<file path="src/rtl/brg_pkg.sv">
// Shared types and widths for the burst request generator.
// Optional feature macro: BRG_4K_BOUNDARY_EN (no burst crosses a 4 KB page).
package brg_pkg;

    localparam int BRG_BOUNDARY_BYTES = 4096;
    localparam int BRG_SIZE_W         = 13;
    localparam int BRG_LEN_W          = 36;
    localparam int BRG_ADDR_W         = 64;

    typedef enum logic [2:0] {
        ST_IDLE,
        ST_CALC,
        ST_ISSUE,
        ST_UPDATE,
        ST_WAIT,
        ST_DRAIN
    } brg_state_t;

endpackage

</file>
<file path="src/rtl/burst_size_calc.sv">
// Combinational burst sizing: the smallest of the remaining length, the largest
// legal burst and, when BRG_4K_BOUNDARY_EN is defined, the bytes left before the
// next 4 KB page boundary.
module burst_size_calc
    import brg_pkg::*;
#(
    parameter int MAX_BURST_BYTES = 512
) (
`ifdef BRG_4K_BOUNDARY_EN
    input  logic [11:0]           addr_offset,
`endif
    input  logic [BRG_LEN_W-1:0]  length,
    output logic [BRG_SIZE_W-1:0] size
);

    localparam logic [BRG_SIZE_W-1:0] MAX_BURST = BRG_SIZE_W'(MAX_BURST_BYTES);

    logic [BRG_SIZE_W-1:0] cap;

`ifdef BRG_4K_BOUNDARY_EN
    // Bytes left in the current 4 KB page; a page-aligned address yields a full 4096.
    logic [BRG_SIZE_W-1:0] boundary;
    assign boundary = BRG_SIZE_W'(BRG_BOUNDARY_BYTES) - {1'b0, addr_offset};
`endif

    // The cap fits in 13 bits, so the length comparison is done at full length width.
    always_comb begin
        cap = MAX_BURST;
`ifdef BRG_4K_BOUNDARY_EN
        if (boundary < cap) begin
            cap = boundary;
        end
`endif
        if ({{(BRG_LEN_W-BRG_SIZE_W){1'b0}}, cap} > length) begin
            size = length[BRG_SIZE_W-1:0];
        end else begin
            size = cap;
        end
    end

endmodule

</file>
<file path="src/rtl/burst_request_generator.sv">
// Slices the incrementer's current region into bursts, issues one read request
// per burst, reports each accepted size back, and limits outstanding requests
// with a credit counter. Optional macro: BRG_4K_BOUNDARY_EN.
module burst_request_generator
    import brg_pkg::*;
#(
    parameter int MAX_BURST_BYTES = 512,
    parameter int MAX_OUTSTANDING = 4
) (
    input  logic                  clk,
    input  logic                  rst,
    input  logic [BRG_ADDR_W-1:0] param_address,
    input  logic [BRG_LEN_W-1:0]  param_length,
    input  logic                  param_valid,
    input  logic                  param_complete,
    output logic                  param_update,
    output logic [BRG_LEN_W-1:0]  param_size,
    output logic                  req_valid,
    input  logic                  req_ready,
    output logic [BRG_ADDR_W-1:0] req_address,
    output logic [BRG_SIZE_W-1:0] req_size,
    input  logic                  rsp_done,
    output logic                  busy,
    output logic                  done
);

    localparam logic [3:0] CREDIT_LIMIT = 4'(MAX_OUTSTANDING);

    brg_state_t            state_q, state_d;
    logic                  param_update_q, param_update_d;
    logic [BRG_LEN_W-1:0]  param_size_q, param_size_d;
    logic                  req_valid_q, req_valid_d;
    logic [BRG_ADDR_W-1:0] req_address_q, req_address_d;
    logic [BRG_SIZE_W-1:0] req_size_q, req_size_d;
    logic                  busy_q, busy_d;
    logic                  done_q, done_d;
    logic [3:0]            outstanding_q, outstanding_d;
    logic [BRG_SIZE_W-1:0] calc_size;
    logic                  accept;
    logic                  credit_ok;

    burst_size_calc #(
        .MAX_BURST_BYTES(MAX_BURST_BYTES)
    ) u_size_calc (
`ifdef BRG_4K_BOUNDARY_EN
        .addr_offset(param_address[11:0]),
`endif
        .length     (param_length),
        .size       (calc_size)
    );

    assign accept = req_valid_q & req_ready;

    // Credit counter: accept and completion in the same cycle cancel; never underflows.
    always_comb begin
        outstanding_d = outstanding_q;
        if (accept && !rsp_done) begin
            outstanding_d = outstanding_q + 4'd1;
        end else if (!accept && rsp_done && (outstanding_q != 4'd0)) begin
            outstanding_d = outstanding_q - 4'd1;
        end
    end

    // Uses next-cycle credit so a completion arriving now lets the request rise next cycle.
    assign credit_ok = (outstanding_d < CREDIT_LIMIT);

    // Next-state and registered-output logic for the burst sequencing FSM.
    always_comb begin
        state_d        = state_q;
        param_update_d = 1'b0;
        param_size_d   = param_size_q;
        req_valid_d    = req_valid_q;
        req_address_d  = req_address_q;
        req_size_d     = req_size_q;
        busy_d         = busy_q;
        done_d         = 1'b0;
        case (state_q)
            ST_IDLE: begin
                if (param_valid) begin
                    busy_d  = 1'b1;
                    state_d = param_complete ? ST_DRAIN : ST_CALC;
                end
            end
            ST_CALC: begin
                req_address_d = param_address;
                req_size_d    = calc_size;
                req_valid_d   = credit_ok;
                state_d       = ST_ISSUE;
            end
            ST_ISSUE: begin
                if (accept) begin
                    req_valid_d    = 1'b0;
                    param_update_d = 1'b1;
                    param_size_d   = {{(BRG_LEN_W-BRG_SIZE_W){1'b0}}, req_size_q};
                    state_d        = ST_UPDATE;
                end else if (!req_valid_q) begin
                    req_valid_d = credit_ok;
                end
            end
            ST_UPDATE: begin
                state_d = ST_WAIT;
            end
            ST_WAIT: begin
                if (param_valid) begin
                    state_d = param_complete ? ST_DRAIN : ST_CALC;
                end
            end
            ST_DRAIN: begin
                if (outstanding_d == 4'd0) begin
                    done_d  = 1'b1;
                    busy_d  = 1'b0;
                    state_d = ST_IDLE;
                end
            end
            default: begin
                state_d = ST_IDLE;
            end
        endcase
    end

    // State, outputs and credit register; synchronous reset drops any pending request.
    always_ff @(posedge clk) begin
        if (rst) begin
            state_q        <= ST_IDLE;
            param_update_q <= 1'b0;
            param_size_q   <= '0;
            req_valid_q    <= 1'b0;
            req_address_q  <= '0;
            req_size_q     <= '0;
            busy_q         <= 1'b0;
            done_q         <= 1'b0;
            outstanding_q  <= 4'd0;
        end else begin
            state_q        <= state_d;
            param_update_q <= param_update_d;
            param_size_q   <= param_size_d;
            req_valid_q    <= req_valid_d;
            req_address_q  <= req_address_d;
            req_size_q     <= req_size_d;
            busy_q         <= busy_d;
            done_q         <= done_d;
            outstanding_q  <= outstanding_d;
        end
    end

    assign param_update = param_update_q;
    assign param_size   = param_size_q;
    assign req_valid    = req_valid_q;
    assign req_address  = req_address_q;
    assign req_size     = req_size_q;
    assign busy         = busy_q;
    assign done         = done_q;

endmodule

</file>
<file path="config.mk">
export PLATFORM = sky130hd
export DESIGN_NAME = burst_request_generator
export DESIGN_NICKNAME = d
export VERILOG_FILES = /design/src/rtl/brg_pkg.sv /design/src/rtl/burst_size_calc.sv /design/src/rtl/burst_request_generator.sv
export SDC_FILE = /design/constraint.sdc
export NUM_CORES = 1
export LEC_CHECK = 0
export ABC_AREA = 1
export CAP_MARGIN = 20
export CORE_MARGIN = 3
export CORE_UTILIZATION = 40
export DETAILED_ROUTE_END_ITERATION = 12
export PLACE_DENSITY = 0.83
export SLEW_MARGIN = 20
export SYNTH_ARGS = -nofsm -noshare
export SYNTH_HDL_FRONTEND = slang
export SYNTH_SLANG_ARGS = --single-unit
</file>
<file path="constraint.sdc">
create_clock -name clk -period 2.7 [get_ports clk]
set_input_delay 0.405 -clock clk [delete_from_list [all_inputs] [get_ports clk]]
set_output_delay 0.405 -clock clk [all_outputs]
set_load 0.03 [all_outputs]
</file>
==> summary.txt, run 1 <==
CTS
  – CTS Hold Bufs: 0
  – Clock tree from TritonCTS: built
  – Clk sinks: 101
  – H-tree Lvls: 3
  – Clock root cell: clkbuf_8
  – Cts repair resizes: 0
  – Clock buffer depth: 2
  – Later-pin clock latency in the skew report: roughly 0.36 ns
  – Setup bufs post-CTS: 0
  – Clock slew at reported path FFs: 0.09 ns
  – Num CTS Buffers: 9

Place
  – Dpl ws: roughly 0.56 ns
  – Gp weighted congestion: 0.818
  – Port bufs: slightly below 200
  – HPWL after DPL: 8.80 mm
  – Placed Cells: 825

Floorplan
  – Die width: around 100 um
  – FP Rows: 35
  – Core area: 9370 sq um
  – I/O Pins: 223
  – Die Height: 105 um
  – Die area: 11000 sq um
  – Initial Util: 41.8%

Timing
  – Max Clk Rate: 516 MHz
  – Final min period: 1.94 ns
  – Final setup violation count: 0
  – RSZ-0062 raised after global routing: no
  – Fin crit share: slightly above 70%
  – Post-route setup slack: around 0.76 ns
  – Setup TNS: 0 ns
  – Clock Skew: between 0.01 and 0.015 ns
  – Pins Over Slew Limit: 0
  – Endpoints failing hold: 0

Detailed routing
  – Drt wl/cell: 14.0 um
  – M1 wire length: 4.43 mm
  – DR top layer: met4
  – Remaining antenna violation count: 0
  – DRT iter0 DRCs: slightly above 90
  – WL final: 11.8 mm
  – Via count: 4003
  – DRC viols: 0
  – Avg Vias per Cell: around 4.8
  – First-pass detailed-route iteration total: 4
  – Detail Route met2 WL: between 5 and 6 mm
  – Met3 Routed Length: 1.35 mm

Final layout
  – # fillers: 792
  – Final Non-Filler Cells: about 840
  – Layout cells sized above 1: 5.06%
  – Area delta synth->final: 56.1%
  – N_diodes: 0
  – Final #Nets: slightly above 800

Power
  – Pwr/cell area: around 910 nW/um^2
  – Pleak: about 0.0026 uW
  – Worst vdd ir: 483 uV

Critical path
  – CP max FO: 6
  – CP bufs+invs: 1
  – Setup crit start kind: flop
  – CP Data Arrival Time: 1.53 ns
  – Crit path launch: req_valid$_SDFFE_PP0P_
  – Critical Path Max Stage Delay: 0.72 ns
  – Worst endpoint required time: 2.30 ns
  – Top delay family on crit path: buffers and inverters
  – Start of the worst register-to-register path: outstanding_q[0]$_SDFF_PP0_
  – CP Cell Sequence: clkdlybuf4s50_1
  – Worst Setup Path Type: flop to output port
  – Critical Path Sink Type: output port
  – CP max stage cell: clkdlybuf4s50_1

Worst hold path
  – Hold WC Path Type: flop to flop
  – Worst Hold Launch: req_size[11]$_SDFFE_PP0P_

Logic synthesis
  – Share of the synthesized area in the top cell type: 51.6%
  – Synth cell types: 23
  – Post-Synthesis Cell Area: 3920 sq um
  – Avg Inst Size Synth: 7.55 sq um
  – Largest area contributor in the netlist: dfxtp_1
  – Post-Synthesis Cells: a little over 500
  – Largest cells by area after synthesis: dfxtp_1 52%, nor2_1 16%, o21ai_0 11%
  – Seq/Total Area, Yosys: about half
  – #FFs+latches synth: ~100
  – YS warnings: 0

Job
  – Max-cap violation count: 0

Global route
  – Global-route wire length before repair: approximately 19 mm
  – Initial antenna violation count: 0
  – Vias in the first global route: 4017
  – Total grt overflow: 0
  – Largest net degree at the start of global routing: 49
  – Gr usage total: 20.9%

Outcome
  – Status: finished, final reports clean
[area by class of cell]
type,count,area (sq um),share of cell area (%)
Inverter,17,63.8,1.04
Multi-Input combinational cell,372,1630,26.7
Tap cell,129,161,2.64
Clock buffer,9,124,2.03
Sequential cell,101,2020,33.1
Clock inverter,7,56.3,0.921
Timing Repair Buffer,206,2060,33.6
[routing by layer]
| metal | vias up | GRT usage, % |
|---|---|---|
| met2 | 166 | 36.3 |
| met1 | 1827 | 22.4 |
| met5 | - | 0 |
| met3 | 17 | 9.14 |
| met4 | 0 | 7.50 |
| li1 | 1993 | - |
[metrics by stage]
step / total power, uW / instance area (sq um) / hold slack, ns / util [%]
final: 5560 / 6120 / 0.464 / 65.3
after detailed placement: 4710 / 5940 / 0.450 / 63.3
after global placement: 4630 / 5940 / 0.451 / 63.3
after floorplan: 3640 / 4000 / 0.468 / -
after CTS: 5610 / 6120 / 0.464 / 65.3
after global routing: 5910 / 6120 / 0.500 / 65.3
[cell usage after synthesis, drive strengths merged]
cell type / instances
a21oi: 20
buf: 33
clkbuf: 18
conb: 1
dfxtp: 101
ha: 2
inv: 17
nand2: 43
nand3: 11
nand3b: 1
nand4: 3
nor2: 169
nor3: 3
nor4: 6
o21ai: 91
[path summary, 6_finish.rpt]
path                          endpoint  slack, ns  depth (start not counted)
max reg2reg    state_q[0]$_SDFFE_PP0P_       0.87                         14
min reg2reg  req_size[11]$_SDFFE_PP0P_       0.46                          2
min          req_size[11]$_SDFFE_PP0P_       0.46                          2
max                          req_valid       0.76                          1
[flip-flops by register name (all words and copies together), names as in the netlist]
name and count:
param_size 13, busy 1, req_address 64, param_update 1, req_valid 1, outstanding_q 4, state_q 3, req_size 13
done 1
[power breakdown]
group | internal, uW | total, uW | switching, uW
registers | 1870 | 2090 | 221
logic | 1000 | 2590 | 1590
clock network | 349 | 880 | 531
[cells by family (layout without fill, tap and decap cells)]
family,Yosys count,in the layout,synth area share [%]
AOI/OAI and AO/OA,111,111,14.3
and+or+nand+nor,236,236,24.4
other,1,23,0.0957
buffers and inverters,68,239,9.04
adders and majority gates,2,2,0.638
DFF,101,101,51.6
[placed cells by master (no fill, tap or decap), drive strengths merged, types with 3 or more instances in the layout]
cell type	count
nand4	3
o21ai	91
inv	20
nor3	3
nand3	11
conb	23
nor4	6
dfxtp	101
clkinv	4
a21oi	20
nand2	43
nor2	169
clkdlybuf4s50	199
buf	7
clkbuf	9
(Power assumes the default switching activity.)
==> run 2: changes to the inputs <==
Settings changed: CORE_UTILIZATION 40 to 34, PLACE_DENSITY 0.83 to 0.75.
Clock period 2.7 ns to 1.55 ns, I/O delays scaled along.
==> summary.txt, run 2 (synthesis results as in run 1) <==
Critical path
  – Worst Setup Path Type: input port to flop (was flop to output port)
  – Critical Path Max Stage Delay: 0.49 ns (was 0.72 ns)
  – Reg-to-reg slack, setup: 0.01 ns (was 0.87 ns)
  – Top delay family on crit path: simple AND/OR/NAND/NOR gates (was buffers and inverters)
  – CP Data Arrival Time: 1.80 ns (was 1.53 ns)
  – CP max stage cell: clkdlybuf4s50_1 (unchanged)
  – Critical Path Sink Type: flop (was output port)
  – CP max FO: 3 (was 6)
  – Worst endpoint required time: 1.82 ns (was 2.30 ns)
  – Most prevalent standard cell on the critical path: nand2_2
  – CP bufs+invs: 3 (was 1)
  – CP Cell Sequence: clkdlybuf4s50_1 -> inv_2 -> a21oi_2 -> nand2_4 -> nand2_4 -> nand2_2 -> nand2_2 -> nand2_2 -> nor2_4 -> buf_4 -> nand2_1 -> nand3_1 -> nand2_1 -> nor2_1 (was clkdlybuf4s50_1)
  – Setup crit start kind: input port (was flop)

Power
  – Clock network fraction of design power: 20.3% (was 15.8%)
  – Sw Share: 41.6% (was 42.2%)
  – Final Power: 10200 uW (was 5560 uW)
  – Worst vdd ir: 799 uV (was 483 uV)
  – Switch Pwr: 4230 uW (was 2340 uW)
  – Internal power: 5940 uW (was 3220 uW)
  – Combinational fraction of design power: 44.2% (was 46.7%)
  – Pwr/cell area: 1610 nW/um^2 (was 909 nW/um^2)
  – Pleak: 0.00308 uW (was 0.00256 uW)
  – Sequential group share of total power: 35.6% (was 37.5%)

Detailed routing
  – Via count: 4065 (was 4003)
  – DRC viols: 0 (unchanged)
  – DRT iter0 DRCs: 173 (was 93)
  – First-pass detailed-route iteration total: 4 (unchanged)
  – Avg Vias per Cell: 4.72 (was 4.76)
  – Drt wl/cell: 13.7 um (was 14.0 um)
  – WL final: 11.8 mm (about the same)
  – Remaining antenna violation count: 0 (unchanged)

Timing
  – Final setup violation count: 0 (unchanged)
  – Fin crit share: 99.2%
  – Post-route setup slack: 0.0121 ns (was 0.761 ns)
  – Final min period: 1.54 ns
  – RSZ-0062 raised after global routing: yes (was no)
  – Endpoints failing hold: 0 (unchanged)
  – Clock Skew: 0.00896 ns (was 0.0119 ns)
  – Max Clk Rate: 650 MHz
  – Pins Over Slew Limit: 0 (unchanged)

CTS
  – Clock slew at reported path FFs: 0.07 ns (was 0.09 ns)
  – Clock tree from TritonCTS: built (unchanged)
  – Clk sinks: 101 (unchanged)
  – Clock buffer depth: 2 (unchanged)
  – Clock root cell: clkbuf_16 (was clkbuf_8)
  – H-tree Lvls: 3 (unchanged)
  – CTS Hold Bufs: 0 (unchanged)
  – Later-pin clock latency in the skew report: 0.33 ns (was 0.36 ns)
  – Num CTS Buffers: 9 (unchanged)

Global route
  – Met3 usage in global routing: 5.51% (was 9.14%)
  – Vias in the first global route: 3943 (was 4017)
  – Largest net degree at the start of global routing: 71 (was 49)
  – Gr usage total: 17.8% (was 20.9%)
  – Total grt overflow: 0 (unchanged)
  – Global-route wire length before repair: 19.0 mm (was 19.1 mm)
  – GR peak layer: met2 (unchanged)
  – M1 GR Usage: 20.6% (was 22.4%)
  – Grt met2 use: 31.4% (was 36.3%)
  – Initial antenna violation count: 0 (unchanged)

Floorplan
  – Die Height: 113 um (was 105 um)
  – FP Rows: 38 (was 35)
  – Die width: 113 um (was 105 um)
  – Die area: 12900 sq um (was 11000 sq um)
  – Initial Util: 35.5% (was 41.8%)
  – Core area: 11000 sq um (was 9370 sq um)
  – I/O Pins: 223 (unchanged)

Final layout
  – Storage element area: 2030 sq um (was 2020 sq um)
  – # fillers: 1046 (was 792)
  – Leading cell type in the layout, fill and taps excluded: nor2_1 (was clkdlybuf4s50_1)
  – Area delta synth->final: 60.8% (was 56.1%)
  – Layout cells sized above 1: 9.02% (was 5.06%)
  – Most frequent cells in the layout: 164 x nor2_1, 104 x clkdlybuf4s50_1, 98 x dfxtp_1 (was 199 x clkdlybuf4s50_1, 166 x nor2_1, 101 x dfxtp_1)
  – Footprint of the multi-input gates: 1710 sq um (was 1630 sq um)
  – Final Non-Filler Cells: 861 (was 841)
  – Final #Nets: 824 (was 815)
  – Max FFs per register: 64 (unchanged)
  – N_diodes: 0 (unchanged)

Place
  – Dpl ws: -0.337 ns (was 0.562 ns)
  – Port bufs: 199 (unchanged)
  – Gp weighted congestion: 0.842 (was 0.818)
  – Placed Cells: 843 (was 825)
  – HPWL after DPL: 8.66 mm (was 8.80 mm)

Job
  – Max-cap violation count: 0 (unchanged)

Outcome
  – Status: finished, final reports clean (unchanged)

Worst hold path
  – Hold WC Path Type: input port to flop (was flop to flop)
run 2: routing by layer:
metal  vias up  part of all wire [%]
met2       153                    51
li1       2021                     -
met3        18                   7.3
met5         -                     0
met4         0                   1.9
met1      1873                    39
run 2: final timing paths:
kind                          startpoint  depth (start not counted)                   endpoint
max reg2reg  outstanding_q[0]$_SDFF_PP0_                         13     req_valid$_SDFFE_PP0P_
min reg2reg    req_size[11]$_SDFFE_PP0P_                          2  req_size[11]$_SDFFE_PP0P_
max                             rsp_done                         14     req_valid$_SDFFE_PP0P_
min                      param_length[6]                          3   req_size[6]$_SDFFE_PP0P_
run 2: stage by stage:
stage / utilization, % / TNS, ns / hold WS (ns) / area [sq um]
final: 57.1 / 0 / 0.456 / 6300
after floorplan: - / 0 / 0.302 / 4000
after detailed placement: 54.8 / -4.34 / 0.450 / 6040
after global routing: 57.1 / -0.293 / 0.458 / 6300
after CTS: 56.3 / 0 / 0.439 / 6210
after global placement: 54.8 / -3.27 / 0.456 / 6040
run 2: area by class of cell:
| class | count | share of cell area [%] |
|---|---|---|
| clock buffer | 10 | 3.63 |
| clock inverter | 6 | 0.695 |
| inverter | 17 | 1.01 |
| multi-input combinational | 372 | 27.2 |
| sequential | 101 | 32.2 |
| tap | 140 | 2.78 |
| timing repair buffer | 215 | 32.5 |
run 2: worst reg2reg max path, stage by stage (launching register included):
cell     delay (ns)
dfxtp_2        0.33
inv_2          0.05
ha_4           0.16
buf_4          0.13
nand4_1        0.11
nand2_1        0.08
nand2_2        0.07
nand2_2        0.07
nor2_4         0.11
buf_4          0.13
nand2_1        0.04
nand3_1        0.06
nand2_1        0.05
nor2_1         0.08
run 2: power by group through the flow:
| stage | Combinational [uW] | Sequential, uW | Clock [uW] |
|---|---|---|---|
| floorplan | 1560 | 4790 | 0 |
| global placement | 4530 | 3640 | 0 |
| detailed placement | 4610 | 3670 | 0 |
| CTS | 4250 | 3610 | 2150 |
| global route | 4890 | 3700 | 2250 |
| finish | 4490 | 3620 | 2060 |
run 2: repair_timing:
| item | 4_1_cts | 5_1_grt |
|---|---|---|
| pin swaps | 1 | 6 |
| gates cloned | 0 | 0 |
| gates resized for setup | 98 | 23 |
| setup endpoints to repair | 97 | 5 |
| setup buffers | 0 | 2 |
==> run 3: changes to the inputs <==
Settings changed: CAP_MARGIN 20 to not set.
==> results of run 3 <==
Same layout as run 2: the final DEF is identical, and so are final timing and power.
==> patch, RTL diff (config.mk and constraints of run 2) <==
The 6 states of `brg_state_t` get a one-hot encoding in 6 bits.
--- a/src/rtl/brg_pkg.sv
+++ b/src/rtl/brg_pkg.sv
@@ -7,13 +7,13 @@
     localparam int BRG_LEN_W          = 36;
     localparam int BRG_ADDR_W         = 64;
 
-    typedef enum logic [2:0] {
-        ST_IDLE,
-        ST_CALC,
-        ST_ISSUE,
-        ST_UPDATE,
-        ST_WAIT,
-        ST_DRAIN
+    typedef enum logic [5:0] {
+        ST_IDLE   = 6'b000001,
+        ST_CALC   = 6'b000010,
+        ST_ISSUE  = 6'b000100,
+        ST_UPDATE = 6'b001000,
+        ST_WAIT   = 6'b010000,
+        ST_DRAIN  = 6'b100000
     } brg_state_t;
 
 endpackage
Function: no difference found for any inputs over 10 cycles, from zero or initial values and one cycle with rst high; not proved beyond that.
==> patch against run 2 <==
The run now ends with setup timing left; wire length grew 5.4%; sequential cell count increased by 3; cell area increased by 4.4%; setup slack got worse by 0.014 ns; synthesized cell count up 3.1%; via count rose by 3.6%; synthesized area rose by 3.5%; critical path type is now reg -> reg.
Power is not compared: it rests on default switching activity, and its combinational part moved more than twofold at a synthesized area within 25%.
==> patch: results (changes against run 2) <==
- First-pass GRT wire length: 19.0 mm (+0.36%)
- Yosys cell types: 25 (+8.7%)
- Routed WL: 12.5 mm (+5.4%)
- Most instantiated cells after synthesis: nand2_1 (168), dfxtp_1 (104), a21oi_1 (81)
- Iter 0 DRT Violations: 211 (+22%)
- Setup Skew: 0.00445 ns (-0.00451 ns)
- Final setup margin: -0.00162 ns (-0.0137 ns)
- Layout net count: 852 (+3.4%)
- Share of layout cells above drive strength 1: 11.2% (+2.2 points)
- Max stage delay on crit path: 0.33 ns (-0.16 ns)
- Finished Layout Cells: 893 (+3.7%)
- Commonest register cell after synthesis: dfxtp_1
- CP Class: reg -> reg
- Vias: 4212 (+3.6%)
- Reg-to-reg endpoint: state_q[0]
- Slowest cell on the critical path: dfxtp_2
- Main area contributors after synthesis: dfxtp_1 (51%), nand2_1 (16%), a21oi_1 (10%)
- TNS Setup: -0.00162 ns (-0.00162 ns)
- Placed inst area: 6220 um^2 (+3.0%)
- GPL Wtd Cong: 0.861 (+2.2%)
- Worst slack, placed: -0.387 ns (-0.0495 ns)
- Initial antenna violation count: 1 (+1)
- Largest net degree at the start of global routing: 79 (+11%)
- Final setup violating endpoints: 1 (+1)
- Status: finished with violations
- HPWL Detailed: 9.05 mm (+4.5%)
- Failing checks: setup timing
- Post-synthesis instance total: 535 (+3.1%)
- DR pass1 iterations: 5 (+1)
- CP max FO: 4 (+1)
- Number of global-route vias before repair: 4031 (+2.2%)
-- patch: cell count changes after synthesis, sizes merged, moves of 2 or more --
cell   delta
dfxtp     +3
a21oi    +63
o21ai    -67
nand4     +2
nor2    -118
nand2   +131
-- patch: layout make-up --
class	count	area [um^2]
Fill cell	1092	4990
Inverter	17	63.8
Antenna cell	1	2.50
Sequential cell	104	2090
Timing Repair Buffer	227	2130
Clock buffer	11	243
Tap cell	143	179
Multi-Input combinational cell	385	1810
Clock inverter	5	56.3
-- patch: timing repair --
item / in CTS / in global routing
setup buffers: 6 / 3
endpoints found under the setup margin: 98 / 64
pin swaps: 9 / 11
gates resized for setup: 103 / 18
-- patch: per-layer routing --
layer | routed length, um | GRT usage, % | vias up
met1 | 4580 | 18.9 | 1931
met3 | 884 | 6.63 | 27
met4 | 373 | 7.28 | 0
met2 | 6610 | 32.2 | 156
met5 | 0 | 0 | -
li1 | - | - | 2098
-- patch: where the power goes --
group	switching (mW)	internal, mW	total [mW]
clock network	0.985	1.29	2.28
registers	0.114	2.84	2.96
logic	1.20	0.946	2.14
total	2.30	5.08	7.38
-- patch: worst min path at each step --
stage / startpoint / to / slack, ns
floorplan: param_length[0] / req_size[0] / 0.37
global placement: req_size[11] / req_size[11] / 0.44
detailed placement: req_size[12] / req_size[12] / 0.45
CTS: rst / state_q[0] / 0.27
global route: rst / state_q[0] / 0.28
finish: rst / state_q[0] / 0.27
-- patch: cell families (layout without fill, tap and decap cells) --
group / count (synthesis) / in the layout / synth area share (%)
buffers and inverters: 68 / 260 / 8.73
flip-flops: 104 / 104 / 51.3
other: 1 / 24 / 0.0924
adder cells (fa/ha/maj): 2 / 2 / 0.617
AND/OR/NAND/NOR: 252 / 252 / 25.6
AO/OA/AOI/OAI: 108 / 108 / 13.6
